`config.mk`:
```
export PLATFORM = sky130hd
export DESIGN_NAME = biquad_coef_bank
export DESIGN_NICKNAME = d
export VERILOG_FILES = /design/src/rtl/biquad_coef_bank.sv
export SDC_FILE = /design/constraint.sdc
export NUM_CORES = 1
export LEC_CHECK = 0
export CAP_MARGIN = 15
export CORE_UTILIZATION = 50
export DETAILED_ROUTE_END_ITERATION = 7
export HOLD_SLACK_MARGIN = 0.15
export PLACE_DENSITY = 0.75
export SYNTH_ARGS = -nofsm -noshare
export SYNTH_HDL_FRONTEND = slang
export SYNTH_SLANG_ARGS = --single-unit
```
`constraint.sdc`:
```
create_clock -name clk -period 7.3 [get_ports clk]
set_input_delay 1.095 -clock clk [delete_from_list [all_inputs] [get_ports clk]]
set_output_delay 1.095 -clock clk [all_outputs]
set_load 0.02 [all_outputs]
```
`src/rtl/biquad_coef_bank.sv`:
```
// biquad_coef_bank: double-buffered coefficient store for a direct-form biquad.
//
// A host writes coefficients into a shadow set, then requests a commit. The shadow
// set is checked against the second-order stability triangle; if it passes, the live
// set is reloaded on the next sample boundary so that the filter never sees a mix of
// old and new coefficients. An optional flush holds the filter state clear for
// FLUSH_CYCLES cycles after the reload.
//
// Ports:
//   clk            single clock, rising edge
//   reset          synchronous, active-high
//   wr_en          shadow register write strobe (ignored while busy)
//   wr_addr        0=b0 1=b1 2=b2 3=a1 4=a2, 5..7 ignored
//   wr_data        signed coefficient, 1.0 = 2**(COEF_WIDTH-3)
//   commit         request shadow -> live transfer (accepted only when idle)
//   flush_en       sampled with commit; pulse filter_clear after the reload
//   sample_strobe  downstream in_valid; the reload happens on a strobe cycle
//   b0..a2         live coefficients
//   filter_clear   high while flushing the downstream filter state
//   busy           high whenever an update is in progress
//   done           one-cycle pulse when an update has completed
//   cfg_err        sticky; last commit was rejected as unstable
module biquad_coef_bank #(
    parameter int unsigned COEF_WIDTH   = 16,
    parameter int unsigned FLUSH_CYCLES = 4,
    parameter int          B0_INIT      = 2**13,
    parameter int          B1_INIT      = 0,
    parameter int          B2_INIT      = 0,
    parameter int          A1_INIT      = 0,
    parameter int          A2_INIT      = 0
) (
    input  logic                  clk,
    input  logic                  reset,
    input  logic                  wr_en,
    input  logic [2:0]            wr_addr,
    input  logic [COEF_WIDTH-1:0] wr_data,
    input  logic                  commit,
    input  logic                  flush_en,
    input  logic                  sample_strobe,
    output logic [COEF_WIDTH-1:0] b0,
    output logic [COEF_WIDTH-1:0] b1,
    output logic [COEF_WIDTH-1:0] b2,
    output logic [COEF_WIDTH-1:0] a1,
    output logic [COEF_WIDTH-1:0] a2,
    output logic                  filter_clear,
    output logic                  busy,
    output logic                  done,
    output logic                  cfg_err
);

    localparam int unsigned EW = COEF_WIDTH + 2;
    localparam logic signed [EW-1:0] ONE_EXT = EW'(2**(COEF_WIDTH-3));

    localparam logic [COEF_WIDTH-1:0] B0_RST = COEF_WIDTH'(B0_INIT);
    localparam logic [COEF_WIDTH-1:0] B1_RST = COEF_WIDTH'(B1_INIT);
    localparam logic [COEF_WIDTH-1:0] B2_RST = COEF_WIDTH'(B2_INIT);
    localparam logic [COEF_WIDTH-1:0] A1_RST = COEF_WIDTH'(A1_INIT);
    localparam logic [COEF_WIDTH-1:0] A2_RST = COEF_WIDTH'(A2_INIT);

    localparam logic [7:0] FLUSH_LAST = 8'(FLUSH_CYCLES - 1);

    typedef enum logic [1:0] {
        StIdle,
        StCheck,
        StWait,
        StFlush
    } state_e;

    state_e state_q, state_d;

    logic [COEF_WIDTH-1:0] sh_b0_q, sh_b0_d, sh_b1_q, sh_b1_d, sh_b2_q, sh_b2_d;
    logic [COEF_WIDTH-1:0] sh_a1_q, sh_a1_d, sh_a2_q, sh_a2_d;
    logic [COEF_WIDTH-1:0] b0_q, b0_d, b1_q, b1_d, b2_q, b2_d;
    logic [COEF_WIDTH-1:0] a1_q, a1_d, a2_q, a2_d;
    logic                  flush_q, flush_d;
    logic [7:0]            cnt_q, cnt_d;
    logic                  done_q, done_d;
    logic                  cfg_err_q, cfg_err_d;

    // Stability triangle: |a2| < 1 and |a1| < 1 + a2. Two guard bits make the
    // absolute value of the most negative code and the sum 1 + a2 overflow-free.
    logic signed [EW-1:0] a1_ext, a2_ext, a1_abs, a2_abs, a1_bound;
    logic                 stable;

    always_comb begin
        a1_ext   = {{2{sh_a1_q[COEF_WIDTH-1]}}, sh_a1_q};
        a2_ext   = {{2{sh_a2_q[COEF_WIDTH-1]}}, sh_a2_q};
        a1_abs   = a1_ext[EW-1] ? -a1_ext : a1_ext;
        a2_abs   = a2_ext[EW-1] ? -a2_ext : a2_ext;
        a1_bound = ONE_EXT + a2_ext;
        stable   = (a2_abs < ONE_EXT) && (a1_abs < a1_bound);
    end

    always_comb begin
        state_d   = state_q;
        sh_b0_d   = sh_b0_q;
        sh_b1_d   = sh_b1_q;
        sh_b2_d   = sh_b2_q;
        sh_a1_d   = sh_a1_q;
        sh_a2_d   = sh_a2_q;
        b0_d      = b0_q;
        b1_d      = b1_q;
        b2_d      = b2_q;
        a1_d      = a1_q;
        a2_d      = a2_q;
        flush_d   = flush_q;
        cnt_d     = cnt_q;
        done_d    = 1'b0;
        cfg_err_d = cfg_err_q;

        // Shadow writes only land while idle, so a pending update sees a frozen set.
        if (wr_en && (state_q == StIdle)) begin
            case (wr_addr)
                3'd0:    sh_b0_d = wr_data;
                3'd1:    sh_b1_d = wr_data;
                3'd2:    sh_b2_d = wr_data;
                3'd3:    sh_a1_d = wr_data;
                3'd4:    sh_a2_d = wr_data;
                default: ;
            endcase
        end

        unique case (state_q)
            StIdle: begin
                if (commit) begin
                    flush_d   = flush_en;
                    cfg_err_d = 1'b0;
                    state_d   = StCheck;
                end
            end
            StCheck: begin
                if (stable) begin
                    state_d = StWait;
                end else begin
                    cfg_err_d = 1'b1;
                    state_d   = StIdle;
                end
            end
            StWait: begin
                if (sample_strobe) begin
                    b0_d = sh_b0_q;
                    b1_d = sh_b1_q;
                    b2_d = sh_b2_q;
                    a1_d = sh_a1_q;
                    a2_d = sh_a2_q;
                    if (flush_q) begin
                        cnt_d   = FLUSH_LAST;
                        state_d = StFlush;
                    end else begin
                        done_d  = 1'b1;
                        state_d = StIdle;
                    end
                end
            end
            StFlush: begin
                if (cnt_q == 8'd0) begin
                    done_d  = 1'b1;
                    state_d = StIdle;
                end else begin
                    cnt_d = cnt_q - 8'd1;
                end
            end
            default: state_d = StIdle;
        endcase
    end

    always_ff @(posedge clk) begin
        if (reset) begin
            state_q   <= StIdle;
            sh_b0_q   <= B0_RST;
            sh_b1_q   <= B1_RST;
            sh_b2_q   <= B2_RST;
            sh_a1_q   <= A1_RST;
            sh_a2_q   <= A2_RST;
            b0_q      <= B0_RST;
            b1_q      <= B1_RST;
            b2_q      <= B2_RST;
            a1_q      <= A1_RST;
            a2_q      <= A2_RST;
            flush_q   <= 1'b0;
            cnt_q     <= 8'd0;
            done_q    <= 1'b0;
            cfg_err_q <= 1'b0;
        end else begin
            state_q   <= state_d;
            sh_b0_q   <= sh_b0_d;
            sh_b1_q   <= sh_b1_d;
            sh_b2_q   <= sh_b2_d;
            sh_a1_q   <= sh_a1_d;
            sh_a2_q   <= sh_a2_d;
            b0_q      <= b0_d;
            b1_q      <= b1_d;
            b2_q      <= b2_d;
            a1_q      <= a1_d;
            a2_q      <= a2_d;
            flush_q   <= flush_d;
            cnt_q     <= cnt_d;
            done_q    <= done_d;
            cfg_err_q <= cfg_err_d;
        end
    end

    assign b0           = b0_q;
    assign b1           = b1_q;
    assign b2           = b2_q;
    assign a1           = a1_q;
    assign a2           = a2_q;
    assign filter_clear = (state_q == StFlush);
    assign busy         = (state_q != StIdle);
    assign done         = done_q;
    assign cfg_err      = cfg_err_q;

endmodule

```
==> results.cfg, run 1 <==
[clock_network]
clk_transition_reported_paths_ps = 60
post_cts_buffers = 0
cts_sinks = 173
cts_buffers = 17
root_buffer = clkbuf_16
insertion_delay_ps = 430
cts.hold.buffers_added = 0
cts_tree = built
clockBufferDepth = 2
htree_levels = 4
cts_resized = 0

[floorplanning]
fp.dieW_um = 120
start_util_pct = 51.7
rows = 42
dieArea_mm2 = 0.0143
die_height_um = 120
ios = 109
core_area_mm2 = 0.0134

[cells_and_area]
fin_util_pct = 64.5
fin_nets = 998
post_route_cells_drive_above_1_share_pct = 4.36
antenna_cells = 0
syn_to_final_growth_pct = 24.6

[timing]
fmax_mhz = 292
rsz0062_at_grt = false
period_minus_slack_ps = 3430
fin_tns_setup_ps = 0
worst_slew_margin_rel_pct = 26.2
tightest_slew_ps = 1100
drv_slew = 0
period_share_pct = 47.0
fin_worst_skew_ps = 7.24
setup_viol = 0
finalHoldViolCount = 0

[global_routing]
grt_max_degree = 105
track_usage_pct = 25.4
grt_pass1_wl_um = 28500
grt_overflow = 0
antenna_found_initial = 0
grt_pass1_vias = 5607

[yosys]
yosysTopAreaCellShare_pct = 50.0
synthArstFlopShare_pct = 0
synth_cells = 870
syn_area_per_cell_um2 = 7.97
synth.cell_area_mm2 = 0.00693
synth_warnings = 0
post-synth-top-count-cell = nand2_1
synthTopCellsByCount = nand2_1 (307), dfxtp_1 (173), a21oi_1 (151)
yosysSeqAreaShare_pct = 50.0
ys.flop_type = dfxtp_1
synth_seq_cells = 173
synth_top_area_cell = dfxtp_1
synth_edf_count = 0
synth_area_leaders = dfxtp_1 (50%), nand2_1 (17%), a21oi_1 (11%), ha_1 (4.0%), clkbuf_1 (2.7%)
synth_cell_types = 40

[placement]
gp_congestion = 0.870
dp_hpwl_um = 11600
io_buffers = 108

[min_path]
holdCritPathClass = flop to flop

[routing]
via_per_inst = 5.33
drt_iter0_drc = 546
wl_um = 17500
dr.pass1.iters = 5
drtAntennaViolNets = 0
wl_per_cell_um = 15.3
vias = 6080
drc = 0

[critical_path]
critPathLaunchType = flop
worst_setup_path_end_kind = flop
critPathKind = flop to flop
ff2ff_setup_slack_ps = 3870
cp_max_fo = 7
critical_path_arrival_ps = 3740
required_ps = 7610

[status]
status = complete, no violations

[pwr]
power_leakage_nw = 3.10
p_per_area_mw_per_mm2 = 224
peakVddDrop_v = 0.000169

[job]
drv_cap = 0
cell type report:
class	instances	area (µm²)
Fill cell	1160	4760
Sequential cell	173	3460
Multi-Input combinational cell	626	3210
Timing Repair Buffer	113	1120
Clock buffer	23	468
Tap cell	176	220
Clock inverter	9	86.3
Inverter	20	75.1
final timing paths:
path / start / end / cells after the start
setup / recovery: sh_a1_q[5]$_SDFFE_PP0P_ / cfg_err$_SDFFE_PP0P_ / 10
hold / removal: sh_b0_q[8]$_SDFFE_PP0P_ / b0[8]$_SDFFE_PP0P_ / 2
setup reg to reg: sh_a1_q[5]$_SDFFE_PP0P_ / cfg_err$_SDFFE_PP0P_ / 10
hold reg to reg: sh_b0_q[8]$_SDFFE_PP0P_ / b0[8]$_SDFFE_PP0P_ / 2
stage by stage:
| stage | cells | worst slack (ps) | total power [mW] | hold slack [ps] | cell area, µm² |
|---|---|---|---|---|---|
| after floorplan | 871 | 4080 | 1.06 | 432 | 6940 |
| after detailed placement | 1108 | 3910 | 1.10 | 439 | 8090 |
| after global routing | 1140 | 3620 | 1.99 | 467 | 8640 |
| after global placement | 1108 | 3960 | 1.10 | 441 | 8090 |
| final | 1140 | 3870 | 1.93 | 446 | 8640 |
| after CTS | 1140 | 3880 | 1.94 | 452 | 8640 |
worst max-delay path, stage by stage, from the launching register on:
cell and delay, ps:
dfxtp_1 360, or4_1 580, or4_1 540, nor4bb_1 310, ha_1 290, a21o_1 180
a21o_1 170, a211oi_1 230, o31ai_1 160, nor4bb_1 170, a2111oi_1 350
power by group:
group	leakage (nW)	switching (mW)	internal (mW)	total [mW]
Clock	0.268	0.361	0.488	0.849
Combinational	1.43	0.0762	0.0413	0.117
Sequential	1.40	0.0116	0.956	0.967
sequential cells by signal (all words and copies together), names as in the netlist, 2 cells and up:
signal / flops
a1: 16
a2: 16
b0: 16
b1: 16
b2: 16
cnt_q: 8
sh_a1_q: 16
sh_a2_q: 16
sh_b0_q: 16
sh_b1_q: 16
sh_b2_q: 16
state_q: 2
cells by family (layout without fill, tap and decap cells):
group / Yosys count / count (layout) / synth area share [%]
buffers and inverters: 72 / 165 / 3.93
other: 1 / 2 / 0.0541
AO/OA/AOI/OAI: 179 / 179 / 13.9
XOR/XNOR: 20 / 20 / 2.53
multiplexers: 17 / 17 / 2.45
AND/OR/NAND/NOR: 386 / 386 / 23.2
adder cells (fa/ha/maj): 22 / 22 / 3.97
flip-flops: 173 / 173 / 50.0
layout by cell type, fill, tap and decap left out, types with 4 or more instances in the layout:
cell type        Yosys  layout
nand4_1              5       5
clkdlybuf4s50_1      0     107
nor4_1               5       5
clkbuf_16            0      17
inv_1               20      20
xnor2_1             16      16
xor2_1               4       4
nand3_1              5       5
nor2_1              29      29
clkbuf_1            50       4
or4_1                4       4
nand3b_1             5       5
a21o_1               5       5
o21ai_0              6       6
mux2i_1             17      17
dfxtp_1            173     173
buf_4                0       6
o31ai_1              7       7
ha_1                22      22
a21oi_1            151     151
nand2_1            307     307
nand2b_1             4       4
nor3_1               5       5
metal layers:
| metal | share of wire (%) | vias to the layer above | global-route usage [%] |
|---|---|---|---|
| li1 | - | 3034 | - |
| met1 | 46 | 2845 | 34.6 |
| met2 | 46 | 179 | 40.1 |
| met3 | 6.2 | 22 | 5.94 |
| met4 | 1.4 | 0 | 6.80 |
| met5 | 0 | - | 0 |
Power figures use the tool's default switching activity.
==> run 2, diff against run 1 <==
--- a/config.mk
+++ b/config.mk
@@ -6,7 +6,7 @@
 export NUM_CORES = 1
 export LEC_CHECK = 0
 export CAP_MARGIN = 15
-export CORE_UTILIZATION = 50
+export CORE_UTILIZATION = 48
 export DETAILED_ROUTE_END_ITERATION = 7
 export HOLD_SLACK_MARGIN = 0.15
 export PLACE_DENSITY = 0.75
==> constraint.sdc (replaced) <==
create_clock -name clk -period 3 [get_ports clk]
set_input_delay 0.45 -clock clk [delete_from_list [all_inputs] [get_ports clk]]
set_output_delay 0.45 -clock clk [all_outputs]
set_load 0.02 [all_outputs]
==> run 2 against run 1 <==
The run now ends with negative setup slack left. Final area is 2.3% higher. Die area is 4.1% higher. Global-route usage is 0.73 points lower. Largest cell class unchanged. Sequential share of layout area is 0.88 points lower. Highest routed layer unchanged.
==> results.cfg, run 2 (synthesis results as in run 1) <==
[pwr]
peakVddDrop_v = 0.000354
p_per_area_mw_per_mm2 = 538
power_leakage_nw = 3.20

[cells_and_area]
antenna_cells = 0
seqCellArea_mm2 = 0.00347
final_common_cell = nand2_1
post_route_cells_drive_above_1_share_pct = 7.32
fin_cells = 1163
layout_common_cells = nand2_1 (307), dfxtp_1 (170), a21oi_1 (150), clkdlybuf4s50_1 (107), nor2_1 (29)
fillCellCount = 1244
fin_nets = 1019
multi_input_area_mm2 = 0.00323
syn_to_final_growth_pct = 27.5

[timing]
drv_slew = 0
worst_slew_margin_rel_pct = 55.9
period_minus_slack_ps = 3190
fmax_mhz = 314
whs_ps = 448
period_share_pct = 106
tightest_slew_ps = 660
fin_ws_ps = -188
finalHoldViolCount = 0
setup_viol = 2
fin_worst_skew_ps = 6.98
rsz0062_at_grt = true

[critical_path]
required_ps = 3310
critical_path_arrival_ps = 3500
critPathKind = flop to flop
startpoint = sh_a1_q[8]$_SDFFE_PP0P_
worst_setup_path_end_kind = flop
r2r-start = sh_a1_q[8]$_SDFFE_PP0P_
critPathLaunchType = flop
cp_max_fo = 3

[floorplanning]
die_height_um = 122
core_area_mm2 = 0.0140
rows = 43
fp.dieW_um = 122
start_util_pct = 49.6
dieArea_mm2 = 0.0149
ios = 109

[clock_network]
root_buffer = clkbuf_16
cts_buffers = 17
cts_tree = built
cts_sinks = 173
clockBufferDepth = 2
clk_transition_reported_paths_ps = 70
cts.hold.buffers_added = 0
htree_levels = 4
post_cts_buffers = 0
insertion_delay_ps = 420

[global_routing]
grt_pass1_vias = 5594
track_usage_pct = 24.6
grt_pass1_wl_um = 28300
grt_max_degree = 70
antenna_found_initial = 0
grt_overflow = 0

[job]
drv_cap = 0

[min_path]
holdCritPathClass = flop to flop
min_from = sh_b1_q[12]$_SDFFE_PP0P_

[placement]
gp_congestion = 0.841
io_buffers = 108
dpl.cell_count = 1133
dp_hpwl_um = 12100

[routing]
wl_um = 17800
wl_per_cell_um = 15.3
via_per_inst = 5.28
drt_iter0_drc = 560
dr.pass1.iters = 5
drc = 0
drtAntennaViolNets = 0
vias = 6140

[status]
violations = negative setup slack
status = finished, violations left
[run 2: cell count changes in the layout (fill, tap and decap cells not counted), moves of 2 or more]
cell and change:
clkbuf_8 -2, o31ai_1 -2, dfxtp_1 -3, or4_1 -2
buf_4 +20, or4_4 +2, dfxtp_2 +3, o31ai_2 +2
[run 2: critical path, stage by stage, from the launching register on]
cell and delay, ps:
dfxtp_2 320, or4_4 530, or4_4 450, nor4bb_1 290, ha_1 290, a21o_1 180, a21o_1 190, a211oi_2 210
o31ai_2 100, nor4bb_1 150, a2111oi_1 360
[run 2: through the flow]
stage                     worst slack [ps]  power [mW]  util (%)  setup TNS (ps)  area [µm²]
after floorplan                       2.42        2.57         -               0        6960
after global placement               -66.5        2.70      59.2            -119        8280
after detailed placement              -126        2.71      59.2            -241        8280
after CTS                             -144        4.79      63.1            -243        8830
after global routing                  -339        4.92      63.2            -521        8840
final                                 -188        4.76      63.2            -281        8840
[run 2: repair_timing]
item / 4_1_cts / 5_1_grt
pin swaps: 1 / 1
cloned: 0 / 0
endpoints found under the setup margin: 2 / 2
resized for setup: 0 / 2
[run 2: layout make-up]
type                            instances  area share (%)
Inverter                               20           0.849
Sequential cell                       173            39.2
Multi-Input combinational cell        626            36.6
Clock buffer                           20            4.94
Clock inverter                         10            1.34
Tap cell                              180            2.55
Timing Repair Buffer                  134            14.5
[run 2: layer usage]
layer / GRT usage [%] / share of wire, % / up-vias
met5: 0 / 0 / -
met4: 6.55 / 0.92 / 0
met3: 6.09 / 6.5 / 12
met2: 38.6 / 46 / 184
met1: 33.7 / 47 / 2870
li1: - / - / 3074
[run 2: report_power, final]
group	total (mW)	switching (mW)	internal, mW
combinational	0.311	0.194	0.117
clock	2.10	0.878	1.22
sequential	2.35	0.0262	2.33
[run 2: final timing paths]
path	end	slack [ps]	cells after the start
worst max-delay path	cfg_err$_SDFFE_PP0P_	-190	10
worst min-delay path	b1[12]$_SDFFE_PP0P_	450	2
worst max register to register	cfg_err$_SDFFE_PP0P_	-190	10
worst min register to register	b1[12]$_SDFFE_PP0P_	450	2
